--- config.mk ---
export PLATFORM = sky130hd
export DESIGN_NAME = hazard_ctrl
export DESIGN_NICKNAME = d
export VERILOG_FILES = /design/src/rtl/hazard_pkg.sv /design/src/rtl/hazard_perf_cnt.sv /design/src/rtl/hazard_ctrl.sv
export SDC_FILE = /design/constraint.sdc
export NUM_CORES = 1
export LEC_CHECK = 0
export CORE_UTILIZATION = 37
export DETAILED_ROUTE_END_ITERATION = 6
export DONT_BUFFER_PORTS = 1
export HOLD_SLACK_MARGIN = 0.08
export PLACE_DENSITY = 0.56
export SLEW_MARGIN = 15
export SYNTH_ARGS = -nofsm -noshare
export SYNTH_HDL_FRONTEND = slang
export SYNTH_SLANG_ARGS = --single-unit
export TNS_END_PERCENT = 1
--- constraint.sdc ---
create_clock -name clk -period 7.1 [get_ports clk]
set_input_delay 1.775 -clock clk [delete_from_list [all_inputs] [get_ports clk]]
set_output_delay 1.775 -clock clk [all_outputs]
set_load 0.1 [all_outputs]
--- src/rtl/hazard_pkg.sv ---
// Shared encodings and helpers for the pipeline hazard controller.
package hazard_pkg;

  typedef enum logic [1:0] {
    HZ_INIT = 2'd0,
    HZ_RUN  = 2'd1,
    HZ_MISS = 2'd2
  } hz_state_e;

  localparam logic [4:0] REG_ZERO = 5'd0;

  // True when an ID source operand really depends on a non-x0 EX destination.
  function automatic logic src_hit(input logic [4:0] rd, input logic [4:0] rs, input logic used);
    return used && (rd == rs) && (rd != REG_ZERO);
  endfunction

endpackage

--- src/rtl/hazard_perf_cnt.sv ---
// Single wrap-around performance counter with increment enable.
module hazard_perf_cnt
  import hazard_pkg::*;
#(
  parameter int CNT_W = 32
) (
  input  logic             clk,
  input  logic             rst,
  input  logic             inc_en,
  output logic [CNT_W-1:0] count
);

  // Counter register; wraps naturally at 2^CNT_W.
  always_ff @(posedge clk or posedge rst) begin
    if (rst) begin
      count <= '0;
    end else if (inc_en) begin
      count <= count + CNT_W'(1);
    end else begin
      count <= count;
    end
  end

endmodule

--- src/rtl/hazard_ctrl.sv ---
// Pipeline hazard controller: post-reset flush, dcache miss stall, redirect
// and load-use handling for the five-stage RV32 core, plus hazard counters.
module hazard_ctrl
  import hazard_pkg::*;
#(
  parameter int INIT_FLUSH_CYCLES = 2,
  parameter int CNT_W             = 32
) (
  input  logic             clk,
  input  logic             rst,
  input  logic [4:0]       rs1_ID,
  input  logic [4:0]       rs2_ID,
  input  logic             rs1_used_ID,
  input  logic             rs2_used_ID,
  input  logic [4:0]       rd_EX,
  input  logic             reg_write_en_EX,
  input  logic             mem_read_EX,
  input  logic             br_EX,
  input  logic             jalr_EX,
  input  logic             jal_ID,
  input  logic             dcache_miss_MEM,
  input  logic             dcache_done,
  output logic             bubbleF,
  output logic             bubbleD,
  output logic             bubbleE,
  output logic             bubbleM,
  output logic             bubbleW,
  output logic             flushF,
  output logic             flushD,
  output logic             flushE,
  output logic             flushM,
  output logic             flushW,
  output logic [CNT_W-1:0] stall_cycles,
  output logic [CNT_W-1:0] miss_count,
  output logic [CNT_W-1:0] redirect_count
);

  localparam logic [3:0] INIT_LOAD = 4'(INIT_FLUSH_CYCLES);

  hz_state_e  state_r;
  hz_state_e  next_state_s;
  logic [3:0] init_cnt_r;
  logic [3:0] init_cnt_next_s;
  logic [4:0] bubble_s;
  logic [4:0] flush_s;
  logic       apply_rules_s;
  logic       miss_inc_s;
  logic       redirect_inc_s;
  logic       stall_inc_s;
  logic       redirect_ex_s;
  logic       load_use_s;

  assign redirect_ex_s = br_EX | jalr_EX;
  assign load_use_s    = mem_read_EX & reg_write_en_EX &
                         (src_hit(rd_EX, rs1_ID, rs1_used_ID) |
                          src_hit(rd_EX, rs2_ID, rs2_used_ID));

  // State and INIT down-counter registers.
  always_ff @(posedge clk or posedge rst) begin
    if (rst) begin
      state_r    <= HZ_INIT;
      init_cnt_r <= INIT_LOAD;
    end else begin
      state_r    <= next_state_s;
      init_cnt_r <= init_cnt_next_s;
    end
  end

  // Next-state and hazard outputs; bit 4 of each vector is the F stage.
  always_comb begin
    next_state_s    = state_r;
    init_cnt_next_s = init_cnt_r;
    bubble_s        = 5'b00000;
    flush_s         = 5'b00000;
    apply_rules_s   = 1'b0;
    miss_inc_s      = 1'b0;
    redirect_inc_s  = 1'b0;
    case (state_r)
      HZ_INIT: begin
        flush_s = 5'b11111;
        if (init_cnt_r <= 4'd1) begin
          next_state_s    = HZ_RUN;
          init_cnt_next_s = 4'd0;
        end else begin
          init_cnt_next_s = init_cnt_r - 4'd1;
        end
      end
      HZ_RUN: begin
        if (dcache_miss_MEM) begin
          bubble_s     = 5'b11110;
          flush_s      = 5'b00001;
          next_state_s = HZ_MISS;
          miss_inc_s   = 1'b1;
        end else begin
          apply_rules_s = 1'b1;
        end
      end
      HZ_MISS: begin
        // Release is Mealy: the done cycle already obeys the RUN rules.
        if (dcache_done) begin
          apply_rules_s = 1'b1;
          next_state_s  = HZ_RUN;
        end else begin
          bubble_s = 5'b11110;
          flush_s  = 5'b00001;
        end
      end
      default: begin
        next_state_s    = HZ_INIT;
        init_cnt_next_s = INIT_LOAD;
        flush_s         = 5'b11111;
      end
    endcase

    // Redirects discard the ID instruction, so they outrank load-use.
    if (apply_rules_s) begin
      if (redirect_ex_s) begin
        flush_s        = 5'b01100;
        redirect_inc_s = 1'b1;
      end else if (jal_ID) begin
        flush_s        = 5'b01000;
        redirect_inc_s = 1'b1;
      end else if (load_use_s) begin
        bubble_s = 5'b11000;
        flush_s  = 5'b00100;
      end else begin
        bubble_s = 5'b00000;
        flush_s  = 5'b00000;
      end
    end else begin
      redirect_inc_s = 1'b0;
    end
  end

  assign stall_inc_s = bubble_s[4] & (state_r != HZ_INIT);

  assign {bubbleF, bubbleD, bubbleE, bubbleM, bubbleW} = bubble_s;
  assign {flushF,  flushD,  flushE,  flushM,  flushW}  = flush_s;

  hazard_perf_cnt #(.CNT_W(CNT_W)) u_stall_cnt (
    .clk    (clk),
    .rst    (rst),
    .inc_en (stall_inc_s),
    .count  (stall_cycles)
  );

  hazard_perf_cnt #(.CNT_W(CNT_W)) u_miss_cnt (
    .clk    (clk),
    .rst    (rst),
    .inc_en (miss_inc_s),
    .count  (miss_count)
  );

  hazard_perf_cnt #(.CNT_W(CNT_W)) u_redirect_cnt (
    .clk    (clk),
    .rst    (rst),
    .inc_en (redirect_inc_s),
    .count  (redirect_count)
  );

endmodule

Word level (Yosys, flattened, before mapping)
Cells that the tools add are included.
Widths: inputs -> output; s select.
Operators by class
  $lt $le $gt $ge: 1
  reductions and logical operators: 9
  equal/unequal tests: 7
  muxes and demuxes: 28
  bitwise gates (word level): 5
  add/sub/neg operators: 4
Operators by type and width (number)
  $add 32x1->32 const B: 3
  $mux 5: 7
  $pmux 5 s2: 2
  $mux 4: 3
  $eq 5x5->1: 2
  $mux 1: 9
  $pmux 4 s2: 1
  $mux 2: 3
  $ne 2x2->1 const B: 3
  $pmux 2 s3: 1
  $reduce_bool 5->1: 1
  $le 4x1->1 const B: 1
  $logic_and 1x1->1: 4
  $sub 4x1->4 const B: 1
  $and 1x1->1: 3
  $mux 3: 1
  $reduce_and 3->1: 1
  $eq 2x1->1 const B: 1
  $eq 2x2->1 const B: 1
  $logic_not 2->1: 1
  $or 1x1->1: 2
  $pmux 1 s2: 1
  $reduce_bool 2->1: 1
  $reduce_or 2->1: 1
Storage, ports and cells
  input bits: 26
  register bits: 102
  output and inout port bits: 106

Logic depth before layout (Yosys ltp)
Gate-level depths: netlist of run 1.
  word-level depth: 10
  gate-level depth with buffers: 10

By module
From an unflattened synthesis of run 1, not the netlist that was laid out.
Unflattened totals
  cells, all modules: 461
  area, all modules: 5236.3 um^2
By module, submodules not included
  hazard_perf_cnt: area an instance 1510.2 um^2, cells an instance 126, seq. area each 800.8 um^2, times used 3
  hazard_ctrl: area an instance 705.7 um^2, cells an instance 83, seq. area each 151.4 um^2, times used 1

Worst setup path before layout of run 1
Ideal clock, no wire load.
  kind: input-to-output
  from: in dcache_miss_MEM
  to: out flushW
  data arrival time: 4.110 ns
  cell stages on the path: 3
  path buffers: 0
  path slack: 1.215 ns
  cell sequence: nand2b_2 nand2_1 o21ai_0
On the way
  longest elaborated chain between the ends: 3
  elaborated cells on any way between the ends: 5
RTL lines
  start, declared: line hazard_ctrl.sv:21  | input logic dcache_miss_MEM,
  $mux 1: line hazard_ctrl.sv:89  | if (dcache_miss_MEM) begin
  $pmux 5 s2 / $pmux 1 s2 (equally long branches): line hazard_ctrl.sv:78  | case (state_r)
  $mux 5 *: line hazard_ctrl.sv:116  | if (apply_rules_s) begin
  end, declared: line hazard_ctrl.sv:32  | output logic flushW,
Mark *: on every way between the ends. The rest lies on a longest branch, timed or not.

Final worst setup path of run 1
  from: in rd_EX[1]
  to: out bubbleD
On the way
  longest elaborated chain between the ends: 9
  elaborated cells on any way between the ends: 13
RTL lines
  start, declared: line hazard_ctrl.sv:15  | input logic [4:0] rd_EX,
  $eq 5x5->1: line hazard_pkg.sv:14  | return used && (rd == rs) && (rd != REG_ZERO);
  $logic_and 1x1->1 (2 in series): line hazard_pkg.sv:14
  $or 1x1->1 *: line hazard_ctrl.sv:55  | (src_hit(rd_EX, rs1_ID, rs1_used_ID) |
  $and 1x1->1 *: line hazard_ctrl.sv:54  | assign load_use_s = mem_read_EX & reg_write_en_EX &
  $mux 5 *: line hazard_ctrl.sv:123  | end else if (load_use_s) begin
  $mux 5 *: line hazard_ctrl.sv:120  | end else if (jal_ID) begin
  $mux 5 *: line hazard_ctrl.sv:117  | if (redirect_ex_s) begin
  $mux 5 *: line hazard_ctrl.sv:116
  end, declared: line hazard_ctrl.sv:24  | output logic bubbleD,
Marked as above.

==> results by group, run 1 <==
Timing
  • Setup violators final: 0
  • Minimum clock period: roughly 5400 ps
  • Pins Over Slew Limit: 0
  • Final period utilization: ~77%
  • RSZ-0062 raised after global routing: no
  • Final Hold Violating Endpoints: 0
  • Final Skew: between 5 and 6 ps
  • FMAX: between 150 and 200 MHz
  • Final setup margin: between 1500 and 2000 ps
  • Worst relative slew slack: between 20% and 30%
  • Worst hold slack: 548 ps
  • Sum of negative setup slack: 0 ps
  • Least-Margin Pin Slew: ~1100 ps

Floorplan
  • Die Y: 118 um
  • FP Rows: a little over 40
  • Die X: about 120 um
  • Core area: ~13000 um2
  • Top Ports: roughly 130
  • Starting Density: approximately two fifths
  • Die area: around 14000 um2

Worst setup path
  • CP startpoint kind: input port
  • R2R Path End: u_redirect_cnt.count[27]$_DFFE_PP0P_
  • CP Capture Type: output pin
  • Crit path from: rd_EX[1]
  • R2r worst-path depth: 8
  • FF-to-FF Start: state_r[0]$_DFFE_PP0P_
  • Setup slack, reg-to-reg: 3650 ps
  • CP max FO: 32
  • CP arrival: approximately 3700 ps
  • Crit path kind: in2out
  • Critical path data required time: 5330 ps
  • Crit path to: bubbleD

GRT
  • Pin count of the biggest net entering global routing: 64
  • GRT Overall Usage: roughly 16%
  • Initial antenna violation count: 0
  • Grt total ovfl: 0
  • First-pass GRT wire length: 17.9 mm
  • Number of global-route vias before repair: 3400

Cells and area
  • N_diodes: 0
  • Area Growth Syn to Fin: 9.03%
  • Layout cell share with drive strength beyond 1: 7.42%
  • Total Nets Final: 502
  • Design area: around 5400 um2
  • Final core utilization: a little over two fifths
  • Post-Layout Cell Count: between 600 and 700

Placed design
  • Placed cell areas: between 5000 and 6000 um2
  • Placed Instances: about 630
  • Hpwl dp: a little under 8 mm
  • PortBufs: 0
  • Post-Place Setup Slack: about 1700 ps
  • Final GP Congestion: ~0.79

Logic synthesis
  • Ys Warns: 0
  • Synth top area cells: dfrtp_1 (51%), xnor2_1 (9.3%), xor2_1 (8.8%)
  • Seq cells post-synth: between 100 and 150
  • Seq/Total Area, Yosys: 51.3%
  • Post-synthesis net count: 501
  • Area leader, netlist: dfrtp_1
  • Synth Area per Inst: ~11 um2
  • Post-Syn Area: 4970 um2
  • Post-Synthesis Cells: 466
  • Distinct cell type count after synthesis: between 40 and 50
  • Async S/R FF share, synth: 100%
  • Post-synth top flop: dfrtp_1
  • Post-synth top area share: roughly half
  • Post-synth EDFFs: 0

CTS
  • Clock Root Buffer: clkbuf_16
  • Clock latency on the worst-skew pair: about 340 ps
  • Clk sinks: a little over 100
  • CTS tree: done
  • Cts repair resizes: 0
  • TritonCTS Buffers: 9
  • Post CTS Setup Buffer Count: 0
  • CTS H-tree depth: 3
  • Clock slew at reported path FFs: 70 ps
  • CTS max path bufs: 2
  • Post-cts hold buffer count: 0

Job
  • Max-cap viol count: 0

Power
  • Switch share: between 50% and 60%
  • Clock share of power: 22.5%
  • Total leakage power: between 2 and 3 nW
  • P_int: 0.987 mW
  • Final Total Pwr: about 2.0 mW
  • Comb pwr share: a little under a third
  • Sequential power share: 47.6%
  • Pwr/cell area: about 370 nW/um2
  • Switch Pwr: about 1.0 mW
  • VDD IR-drop max: 0.296 mV

Drt
  • Via density per instance: approximately 5.3
  • Post-DRT Antenna Nets: 0
  • Drt pass-1 iters: 4
  • Via Count: ~3400
  • Wirelength per Cell: roughly 17 um
  • Starting DRT DRC Count: about 150
  • Overall routed net length: roughly 11 mm
  • Drt drc: 0

Worst hold path
  • Min-delay src: init_cnt_r[1]$_DFFE_PP1P_
  • Hold Crit Class: reg2reg

Run status
  • Status: finished clean
-- cell type report --
class | instances | area [um2]
Clock buffer | 10 | 229
Clock inverter | 6 | 37.5
Fill cell | 1243 | 7450
Inverter | 13 | 51.3
Multi-Input combinational cell | 338 | 2310
Sequential cell | 102 | 2550
Tap cell | 172 | 215
Timing Repair Buffer | 3 | 22.5
-- Yosys cell counts, types with 2 or more instances --
master	number
and3_1	8
or4_1	2
or3_1	2
nor4_1	17
nand2_1	48
nand3_1	25
nor3_1	9
mux2_2	4
nor2b_1	4
and2_1	7
clkbuf_1	6
xnor2_1	53
a21oi_1	2
nor4b_1	9
dfrtp_1	101
buf_4	4
nand4_1	21
buf_2	3
and4_1	7
o21ai_0	6
inv_1	13
or2b_1	2
nand2b_1	4
nor2_1	32
a22oi_1	2
ha_1	9
xor2_1	50
-- routing by layer --
layer	routed length (um)	GRT usage [%]	up-vias
li1	-	-	1602
met1	4600	20.0	1715
met2	5170	25.3	115
met3	881	6.25	13
met4	112	5.29	0
met5	0	0	-
-- registers in the layout, indices dropped and copies added (netlist names) --
register and flops:
u_redirect_cnt.count 32, state_r 2, u_miss_cnt.count 32, init_cnt_r 4, u_stall_cnt.count 32
-- cell families (layout without fill, tap and decap cells) --
| kind of cell | after synthesis | count (layout) | synth area share [%] |
|---|---|---|---|
| AND/OR/NAND/NOR | 203 | 203 | 22.1 |
| XOR/XNOR | 103 | 103 | 18.1 |
| flip-flops | 102 | 102 | 51.3 |
| buffers and inverters | 26 | 32 | 2.34 |
| AO/OA/AOI/OAI | 18 | 18 | 2.79 |
| adder cells (fa/ha/maj) | 9 | 9 | 2.26 |
| multiplexers | 4 | 4 | 0.906 |
| other | 1 | 1 | 0.0754 |
-- cells in the final DEF, fill, tap and decap left out, types with 2 or more instances in the layout --
cell type / count
buf_4: 3
nor2b_1: 4
and2_1: 6
inv_2: 2
ha_1: 9
dfrtp_1: 101
xor2_1: 50
or3_1: 2
nand3_1: 25
or2b_1: 2
or4_1: 2
nor4b_1: 9
o21ai_0: 5
inv_1: 10
a21oi_1: 2
clkbuf_16: 9
nand2b_1: 4
clkinv_2: 4
nand4_1: 21
nor4_1: 17
nand2_1: 48
and3_1: 8
mux2_2: 4
nor3_1: 9
nor2_1: 32
and4_1: 7
xnor2_1: 53
-- power groups by stage --
stage | Sequential, mW | Combinational [mW] | Clock, mW
final | 0.963 | 0.607 | 0.455
after global routing | 0.975 | 0.650 | 0.499
after CTS | 0.964 | 0.613 | 0.475
after detailed placement | 0.976 | 0.610 | 0
after global placement | 0.974 | 0.597 | 0
after floorplan | 0.951 | 0.551 | 0
-- how the worst min path moves through the flow --
stage	depth (start not counted)	endpoint	slack, ps
after floorplan	2	init_cnt_r[1]$_DFFE_PP1P_	500
after global placement	2	init_cnt_r[1]$_DFFE_PP1P_	520
after detailed placement	1	init_cnt_r[3]$_DFFE_PP0P_	530
after CTS	2	init_cnt_r[1]$_DFFE_PP1P_	550
after global routing	1	init_cnt_r[2]$_DFFE_PP0P_	570
final	2	init_cnt_r[1]$_DFFE_PP1P_	550
-- critical path: stages --
cell and delay, ps:
or4_1 540, o2111ai_1 270, nor2b_1 100, a22oi_2 150, buf_4 350, inv_2 460
(Power assumes the default switching activity.)
==> run 2: changes to the inputs <==
ABC_AREA = 1   (was default)
clock period = 5.2 ns   (was 7.1 ns; I/O delays follow)
==> results by group, run 2 <==
Run status
  • Status: finished clean

Logic synthesis
  • Seq cells post-synth: approximately 100
  • Post-Synthesis Cells: between 700 and 800
  • Post-synth EDFFs: 0
  • Most frequent cells after synthesis: nand2_1 (223), dfrtp_1 (101), inv_1 (88)
  • Synth top area cells: dfrtp_1 (41%), nand2_1 (14%), xor2_1 (7.4%)
  • Post-Syn Area: 6150 um2
  • Post-synthesis net count: between 800 and 900
  • Post-synth top area share: 41.1%
  • Async S/R FF share, synth: 100%
  • Synth Area per Inst: 7.77 um2
  • Seq/Total Area, Yosys: about two fifths
  • Distinct cell type count after synthesis: 31
  • Most frequent cell after synthesis: nand2_1
  • Post-synth top flop: dfrtp_1
  • Ys Warns: 0
  • Area leader, netlist: dfrtp_1

CTS
  • CTS H-tree depth: 3
  • Cts repair resizes: 0
  • Clk sinks: slightly above 100
  • CTS max path bufs: 2
  • Post-cts hold buffer count: 0
  • Clock Root Buffer: clkbuf_16
  • Clock latency on the worst-skew pair: around 350 ps
  • CTS tree: done
  • Post CTS Setup Buffer Count: 0
  • TritonCTS Buffers: 9
  • Clock slew at reported path FFs: 60 ps

Floorplan
  • Die X: roughly 130 um
  • Core area: 16100 um2
  • Starting Density: 38.3%
  • Die area: 17200 um2
  • FP Rows: 46
  • Die Y: ~130 um
  • Top Ports: 132

GRT
  • First-pass GRT wire length: between 20 and 25 mm
  • Initial antenna violation count: 0
  • Pin count of the biggest net entering global routing: between 60 and 70
  • Grt total ovfl: 0
  • Number of global-route vias before repair: about 4900
  • GRT Overall Usage: 18.8%

Cells and area
  • Reg area: approximately 2600 um2
  • Layout cell share with drive strength beyond 1: roughly 8.3%
  • Most frequent cells in the layout: nand2_1 (223), dfrtp_1 (101), inv_1 (86)
  • Total Nets Final: 830
  • Commonest non-fill, non-tap cell in the layout: nand2_1
  • N_diodes: 0
  • Filler Cell Count: around 1600
  • Area of the multi-input gates: between 3000 and 4000 um2
  • Largest registers: u_miss_cnt.count (32), u_redirect_cnt.count (32), u_stall_cnt.count (32)
  • Final core utilization: a little over two fifths
  • Area Growth Syn to Fin: 8.78%

Drt
  • Drt drc: 0
  • Wirelength per Cell: about 15 um
  • Via Count: roughly 5000
  • Starting DRT DRC Count: between 200 and 300
  • Overall routed net length: approximately 15 mm
  • Drt pass-1 iters: 4
  • Post-DRT Antenna Nets: 0
  • Via density per instance: between 4 and 5

Timing
  • Worst relative slew slack: between 20% and 30%
  • Pins Over Slew Limit: 0
  • Least-Margin Pin Slew: ~1100 ps
  • Minimum clock period: between 4000 and 5000 ps
  • Final period utilization: roughly 79%
  • Setup violators final: 0
  • RSZ-0062 raised after global routing: no
  • Final Skew: approximately 6.8 ps
  • Final Hold Violating Endpoints: 0
  • Sum of negative setup slack: 0 ps
  • FMAX: about 240 MHz

Job
  • Max-cap viol count: 0

Worst setup path
  • Critical path data required time: about 4000 ps
  • CP startpoint kind: input port
  • Crit path kind: in2out
  • CP Capture Type: output pin
  • CP arrival: 2820 ps
  • CP max FO: 37

Power
  • VDD IR-drop max: 1.36 mV
  • Final Total Pwr: 3.41 mW
  • Pwr/cell area: 510 nW/um2
  • Total leakage power: 3.24 nW

Worst hold path
  • Hold Crit Class: reg2reg

Placed design
  • Hpwl dp: around 11 mm
  • Final GP Congestion: ~0.92
  • PortBufs: 0
run 2: changes by cell type in the layout (fill, tap and decap cells not counted), moves of 9 or more:
cell / change
nand2_1: +175
inv_1: +76
nor2_1: +42
nand3_1: +32
nor3_1: +27
xnor2_1: -17
nor4_1: -14
nand4_1: +10
nor4b_1: -9
run 2: final timing paths:
| path | from | to | slack (ps) | depth (start not counted) |
|---|---|---|---|---|
| worst max-delay path | dcache_miss_MEM | bubbleD | 1080 | 8 |
| worst min-delay path | init_cnt_r[1]$_DFFE_PP1P_ | init_cnt_r[1]$_DFFE_PP1P_ | 540 | 2 |
| worst max register to register | state_r[0]$_DFFE_PP0P_ | u_stall_cnt.count[22]$_DFFE_PP0P_ | 2220 | 12 |
| worst min register to register | init_cnt_r[1]$_DFFE_PP1P_ | init_cnt_r[1]$_DFFE_PP1P_ | 540 | 2 |
| max in group asynchronous | rst | u_redirect_cnt.count[1]$_DFFE_PP0P_ | 3200 | 2 |
| min in group asynchronous | rst | u_miss_cnt.count[19]$_DFFE_PP0P_ | 990 | 1 |
run 2: cells by family (layout without fill, tap and decap cells):
family	Yosys count	count (layout)	share of synthesized area (%)
XOR/XNOR	88	88	12.5
other	1	1	0.0609
flip-flops	102	102	41.5
adder cells (fa/ha/maj)	9	9	1.83
AND/OR/NAND/NOR	457	457	34.2
buffers and inverters	109	116	7.52
AO/OA/AOI/OAI	26	26	2.34
run 2: stage by stage:
step / hold slack, ps / worst slack, ps / instance area [um2] / instances
final: 539 / 1080 / 6690 / 1015
after global routing: 570 / 952 / 6690 / 1015
after CTS: 541 / 1070 / 6690 / 1015
after detailed placement: 528 / 1080 / 6400 / 1000
after global placement: 522 / 1110 / 6400 / 1000
after floorplan: 493 / 83.4 / 6150 / 792
run 2: routing by layer:
metal	track usage [%]	part of all wire, %	wire length (um)
met1	24.9	47	7080
met2	29.7	45	6800
met3	5.25	7.6	1150
met4	6.02	1.2	187
met5	0	0	0
run 2: cell type report:
cell class / instances / area share [%]
multi-input cells: 581 / 47.2
flip-flops and latches: 102 / 38.1
inverters: 91 / 5.14
well taps: 216 / 4.04
clock buffers: 11 / 3.63
repair buffers: 10 / 1.12
clock inverters: 4 / 0.710
run 2: worst max-delay path, stage by stage:
cell	delay [ps]
nand2_2	140
inv_2	70
nor2_1	370
nor2_1	110
nand2_1	80
nand3_1	80
nand2_1	120
nand2_4	510
run 2: power by group:
group | switching (mW) | leakage [nW] | internal, mW | total, mW
registers | 0.686 | 1.33 | 0.876 | 1.56
clock network | 0.295 | 0.141 | 0.383 | 0.677
logic | 0.944 | 1.77 | 0.229 | 1.17
